File: src/rtl/des_key_sched.sv
// des_key_sched: DES key schedule producing K1..K16 (or K16..K1 for decrypt)
// one subkey per valid/ready handshake, with optional odd-parity key rejection.
module des_key_sched #(
    parameter int PARITY_CHECK = 1
) (
    input  logic        clk,
    input  logic        rst_n,
    input  logic        start,
    input  logic [1:64] key,
    input  logic        decrypt,
    input  logic        sk_ready,
    output logic        busy,
    output logic        sk_valid,
    output logic [1:48] sk,
    output logic [3:0]  sk_round,
    output logic        done,
    output logic        parity_err
);
    typedef enum logic {IDLE, GEN} state_t;
    localparam int PC1 [1:56] = '{
        57, 49, 41, 33, 25, 17,  9,  1, 58, 50, 42, 34, 26, 18,
        10,  2, 59, 51, 43, 35, 27, 19, 11,  3, 60, 52, 44, 36,
        63, 55, 47, 39, 31, 23, 15,  7, 62, 54, 46, 38, 30, 22,
        14,  6, 61, 53, 45, 37, 29, 21, 13,  5, 28, 20, 12,  4};
    localparam int PC2 [1:48] = '{
        14, 17, 11, 24,  1,  5,  3, 28, 15,  6, 21, 10,
        23, 19, 12,  4, 26,  8, 16,  7, 27, 20, 13,  2,
        41, 52, 31, 37, 47, 55, 30, 40, 51, 45, 33, 48,
        44, 49, 39, 56, 34, 53, 46, 42, 50, 36, 29, 32};
    state_t      r_state, w_next;
    logic [1:28] r_c, r_d;
    logic [1:56] w_pc1, w_cd;
    logic [3:0]  r_round;
    logic        r_dec, r_perr;
    logic        w_bad, w_accept, w_hs, w_last, w_one;

    function automatic logic [1:28] rot(input logic [1:28] x, input logic right, input logic one);
        rot = right ? (one ? {x[28], x[1:27]} : {x[27:28], x[1:26]})
                    : (one ? {x[2:28], x[1]}  : {x[3:28], x[1:2]});
    endfunction

    always_comb begin
        w_bad = 1'b0;
        for (int b = 0; b < 8; b++) w_bad = w_bad | ~(^key[8*b+1 +: 8]);
        w_bad = w_bad & (PARITY_CHECK != 0);
        for (int i = 1; i <= 56; i++) w_pc1[i] = key[PC1[i]];
        w_cd = {r_c, r_d};
        for (int i = 1; i <= 48; i++) sk[i] = w_cd[PC2[i]];
    end

    // Encrypt uses shift[n+2], decrypt shift[16-n]; both are single shifts at n = 0, 7, 14.
    assign w_one    = (r_round == 4'd0) || (r_round == 4'd7) || (r_round == 4'd14);
    assign w_accept = (r_state == IDLE) && start;
    assign w_hs     = (r_state == GEN) && sk_ready;
    assign w_last   = (r_round == 4'd15);
    assign w_next   = (w_accept && !w_bad) ? GEN : (w_hs && w_last) ? IDLE : r_state;

    always_ff @(posedge clk or negedge rst_n) begin
        if (!rst_n) r_state <= IDLE;
        else        r_state <= w_next;
    end

    always_ff @(posedge clk or negedge rst_n) begin
        if (!rst_n) begin
            r_c     <= '0;
            r_d     <= '0;
            r_round <= '0;
            r_dec   <= 1'b0;
            r_perr  <= 1'b0;
        end else if (w_accept) begin
            r_perr <= w_bad;
            if (!w_bad) begin
                r_c     <= decrypt ? w_pc1[1:28]  : rot(w_pc1[1:28], 1'b0, 1'b1);
                r_d     <= decrypt ? w_pc1[29:56] : rot(w_pc1[29:56], 1'b0, 1'b1);
                r_dec   <= decrypt;
                r_round <= '0;
            end
        end else if (w_hs) begin
            r_round <= r_round + 4'd1;
            if (!w_last) begin
                r_c <= rot(r_c, r_dec, w_one);
                r_d <= rot(r_d, r_dec, w_one);
            end
        end
    end

    assign busy       = (r_state == GEN);
    assign sk_valid   = (r_state == GEN);
    assign sk_round   = r_round;
    assign done       = w_hs && w_last;
    assign parity_err = r_perr;
endmodule
File: config.mk
export PLATFORM = sky130hd
export DESIGN_NAME = des_key_sched
export DESIGN_NICKNAME = d
export VERILOG_FILES = /design/src/rtl/des_key_sched.sv
export SDC_FILE = /design/constraint.sdc
export NUM_CORES = 1
export LEC_CHECK = 0
export BUFFER_PORTS_ARGS = -buffer_cell sky130_fd_sc_hd__buf_4
export CAP_MARGIN = 10
export CORE_UTILIZATION = 40
export CTS_BUF_LIST = sky130_fd_sc_hd__clkbuf_4
export CTS_CLUSTER_SIZE = 25
export DETAILED_ROUTE_END_ITERATION = 8
export GPL_ROUTABILITY_DRIVEN = 1
export PLACE_DENSITY = 0.64
export SYNTH_ARGS = -nofsm -noshare
export SYNTH_HDL_FRONTEND = slang
export SYNTH_SLANG_ARGS = --single-unit
File: constraint.sdc
create_clock -name clk -period 2.45 [get_ports clk]
set_clock_uncertainty 0.1 [all_clocks]
set_input_delay 0.49 -clock clk [delete_from_list [all_inputs] [get_ports clk]]
set_output_delay 0.49 -clock clk [all_outputs]
set_load 0.01 [all_outputs]
Yosys cells after proc, flatten, opt, wreduce, memory -nomap -nowiden
Cells that the tools add are included.
Widths: inputs -> output; s select.
- bits in registers: 63
- input port bits: 69
- output and inout bits: 56
- logic and storage cells: 71
- add/sub/neg operators: 1
- equal/unequal tests: 5
- multiplexer cells: 21
- bitwise gates (word level): 17
- reductions and logical operators: 21
- operators by type and width (cell ; number):
    $mux 28 ; 16
    $reduce_xor 8->1 ; 8
    $mux 4 ; 3
    $not 1->1 ; 10
    $eq 4x4->1 const B ; 2
    $or 1x1->1 ; 7
    $add 4x1->4 const B ; 1
    $eq 4x3->1 const B ; 1
    $logic_and 1x1->1 ; 4
    $logic_not 4->1 ; 1
    $ne 2x2->1 const B ; 2
    $reduce_and 2->1 ; 2
    $reduce_bool 2->1 ; 2
    $reduce_and 3->1 ; 1
    $logic_or 1x1->1 ; 2
    $mux 1 ; 2
    $logic_not 1->1 ; 1

Longest topological paths before layout
- word-level depth: 12
- gate-level depth with buffers: 10
- gate-level depth less buffers: 8

Worst setup path before layout
Ideal clock, no wire load.
- kind: input port to flip-flop
- from: input key[42] in the netlist's numbering
- to: register r_c[11] in the netlist's numbering
- setup time: 0.127 ns
- arrival: 2.024 ns
- setup slack: 0.199 ns
- stages on the path: 8
- cells stage by stage: xor2_1 > xnor2_1 > xnor2_1 > nand4_1 > o31ai_1 > buf_4 > buf_6 > mux2_1
- word-level cells in the longest chain between the ends: 7
- RTL lines (element ; line ; text):
    start, declared ; 9 ; input logic [1:64] key,
    $reduce_xor 8->1 ; 44 ; for (int b = 0; b < 8; b++) w_bad = w_bad | ~(^key[8*b+1 +: 8]);
    $not 1->1 ; 44 ;
    $or 1x1->1 (3 in series) ; 44 ;
    $ne 2x2->1 (no line) ; n/a ;
    $reduce_and 3->1 (no line) ; n/a ;
    end signal, assigned ; 73 ; r_c <= decrypt ? w_pc1[1:28] : rot(w_pc1[1:28], 1'b0, 1'b1);
    end signal, assigned ; 81 ; r_c <= rot(r_c, r_dec, w_one);
    end, declared ; 31 ; logic [1:28] r_c, r_d;
Parallel ways exist; a longest one is shown, timed or not. The select of a mux whose other input is x is not followed.
A chain may end at the register's enable or synchronous reset.

Worst setup path after layout
- from: register r_round[1] (netlist: sk_round[1])
- to: register r_d[28] in the netlist's numbering
- word-level cells in the longest chain between the ends: 8
- RTL lines (element ; line ; text):
    start, declared ; 33 ; logic [3:0] r_round;
    start signal, assigned ; 79 ; r_round <= r_round + 4'd1;
    $eq 4x3->1 or $logic_not 4->1 (tied branches) ; 52 ; assign w_one = (r_round == 4'd0) || (r_round == 4'd7) || (r_round == 4'd14);
    $logic_or 1x1->1 (2 in series) ; 52 ;
    $mux 28 (on tied branches) ; 39, 38 ;
    $mux 28 ; 38 ; rot = right ? (one ? {x[28], x[1:27]} : {x[27:28], x[1:26]})
    $mux 28 ; 80 ; if (!w_last) begin
    $mux 28 ; 78 ; end else if (w_hs) begin
    $mux 28 ; 70 ; end else if (w_accept) begin
    end signal, assigned ; 74 ; r_d <= decrypt ? w_pc1[29:56] : rot(w_pc1[29:56], 1'b0, 1'b1);
    end signal, assigned ; 82 ; r_d <= rot(r_d, r_dec, w_one);
    end, declared ; 31 ;
Parallel ways exist; a longest one is shown, timed or not. The select of a mux whose other input is x is not followed.

==> metrics.yaml <==
status:
  status: "completed"
synth:
  synth_compound_area_frac: 0.1772
  synthXorXnorAreaFrac: 0.09043
  synth_ff_type: "dfrtp_1"
  synth-simple-area-share: 0.1020
  synthCells: 592
  seq_area_frac_synth: 0.2907
  synth_nets: 664
  synthMuxAreaShare: 0.2235
  synth_seq_cells: 63
  synth_top_family_by_area: "multiplexers"
  avgSynthCellArea_um2: 9.162
  synthArstFlopShare: 1.000
  synth_warnings: 0
  synth_edf_count: 0
  syn_area_um2: 5424
  synth-adder-area-share: 0.006920
  ys_types: 30
sta:
  setup_violations: 0
  hold_viol_final: 0
  drv_slew: 0
  worst_pin_slew_ps: 414.4
  setup_ws_ps: 126.2
  period_share: 0.9485
  fin_setup_tns_ps: 0
  layout_min_cycle_time_ps: 2324
  max_clock_freq_mhz: 430.3
  relSlewSlack: 0.7237
  grt_setup_unrepaired: "no"
cts:
  root_buffer: "clkbuf_4"
  clock_sinks: 63
  path_clk_slew_ps: 100
  clockBufferDepth: 2
  cts_tree: "done"
  htreeDepth: 3
  cts_buffers: 9
  worstSkewPairLatency_ps: 420
  cts_setup_buffers: 0
grt:
  use_met2: 0.3717
  use_met1: 0.3186
  grt-busiest-layer: "met2"
  grt_max_degree: 57
  antenna_found_initial: 0
  grt_first_pass_wirelength_um: 25990
  gr-usage-all-layers: 0.2362
  grt-ovfl-total: 0
  grtUsageMet3: 0.05019
  first_global_vias: 4951
critical_path:
  required_ps: 2710
  startpoint: "sk_round[1]"
  criticalPathCategory: "reg2reg"
  critPathCaptureType: "flop"
  path_max_fanout: 56
  worstPathArrival_ps: 2590
  start_kind: "flop"
  r2r_start: "sk_round[1]"
layout:
  multi_input_area_um2: 3303
  drive_gt1_frac: 0.3210
  final_cells: 877
  stdcell_area_um2: 6741
  final_cell_mix: "buf_4, nand2_1, dfrtp_1, mux2i_1"
  fill_cells: 1243
  seqCellArea_um2: 1577
  syn2layout_area_growth_pct: 24.29
  antennaDiodeCount: 0
  fin_nets: 770
  final_common_cell: "buf_4"
drt:
  vias_per_cell: 5.880
  first_pass_iters: 5
  drcViolationCount: 0
  wl_per_cell_um: 18.69
  vias: 5157
  ant_nets: 0
  drt_iter0_markers: 405
  wirelength_um: 16390
floorplanning:
  dieHeight_um: 118.4
  fp.dieW_um: 118.4
  initial_core_util: 0.4096
  io_pins: 125
  die_area_um2: 14030
  rows: 42
  coreArea_um2: 13240
placed_design:
  hpwl_um: 12130
  routabilityCongestion: 0.9065
  dpl-instance-area_um2: 6631
  io_buffers: 124
  place_ws_ps: -226.4
  dp.cells: 862
run:
  cap_viol_max_count: 0
power_and_ir_drop:
  p_leak_uw: 0.003020
  ir_drop_uv: 497.8
  fin_total_pwr_uw: 6645
  powerDensity_nw_per_um2: 985.7
hold_path:
  worstHoldStart: "sk_ready"
  hp-class: "in2reg"
## stage by stage
| step | util | hold slack [ps] |
|---|---|---|
| 6_report | 0.5091 | 244.4 |
| 5_1_grt | 0.5091 | 234.0 |
| 4_1_cts | 0.5091 | 215.0 |
| 3_5_place_dp | 0.5008 | 342.0 |
| 3_3_place_gp | 0.5008 | 336.4 |
| 2_1_floorplan | - | 94.41 |
## path summary, 6_finish.rpt
kind | end | slack (ps) | cells after the start
min in group asynchronous | r_d[19] | 420 | 2
min | sk_round[0] | 240 | 3
max reg2reg | r_d[28] | 130 | 8
max in group asynchronous | r_c[15] | 1290 | 3
min reg2reg | parity_err | 420 | 2
max | r_d[28] | 130 | 8
## logic make-up (layout without fill, tap and decap cells)
kind of cell / count (synthesis) / after routing
AO/OA/AOI/OAI: 121 / 121
AND/OR/NAND/NOR: 139 / 139
XOR/XNOR: 56 / 56
multiplexers: 114 / 114
flip-flops: 63 / 63
buffers and inverters: 96 / 205
adder cells (fa/ha/maj): 3 / 3
## synth_stat cells, types with 3 or more instances
master    instances  share of area
clkbuf_1         20          0.014
a32o_1           56           0.10
buf_2            11          0.010
mux2i_1          57           0.11
buf_6             4         0.0083
dfrtp_1          63           0.29
buf_4            50          0.069
o21ai_0           5         0.0046
a31oi_1          56          0.065
mux2_2           17          0.035
ha_1              3         0.0069
nor2_1            5         0.0035
buf_1             8         0.0055
nand3_1           7         0.0065
xnor2_1          48          0.078
xor2_1            8          0.013
mux2_1           40          0.083
nand2_1         118          0.082
## area by class of cell
| class | instances | share of cell area |
|---|---|---|
| Inverter | 2 | 0.001114 |
| Clock inverter | 2 | 0.001485 |
| Multi-Input combinational cell | 433 | 0.4900 |
| Timing Repair Buffer | 189 | 0.2275 |
| Sequential cell | 63 | 0.2339 |
| Clock buffer | 12 | 0.01336 |
| Tap cell | 176 | 0.03267 |
## sequential cells by signal, summed over array words and instances (netlist names)
name,cells
r_d,28
sk_round,4
r_c,28
parity_err,1
busy,1
r_dec,1
## layer usage
layer  share of wire  wire length [um]  vias to the layer above
li1                -                 -                     2357
met4           0.024               391                        0
met5               0                 0                        -
met2            0.47              7688                      276
met3           0.085              1396                       30
met1            0.42              6916                     2494
## report_power, final
| part | internal (uW) | switching, uW |
|---|---|---|
| Sequential | 1480 | 479 |
| Combinational | 1870 | 2200 |
| Clock | 230 | 383 |
| Total | 3580 | 3070 |
## critical path, stage by stage (launching register included)
cell,delay [ps]
dfrtp_1,460
ha_1,250
mux2i_1,210
o21a_2,170
buf_12,250
nand2_1,160
a32o_1,320
a31oi_1,170
mux2_2,170
## what timing repair did
item | CTS | global route
gates resized for setup | 0 | 0
hold endpoints to repair | 26 | 0
setup endpoints to repair | 0 | 0
hold buffers | 1 | 0
Note: power is estimated with default switching activity, not from simulation.
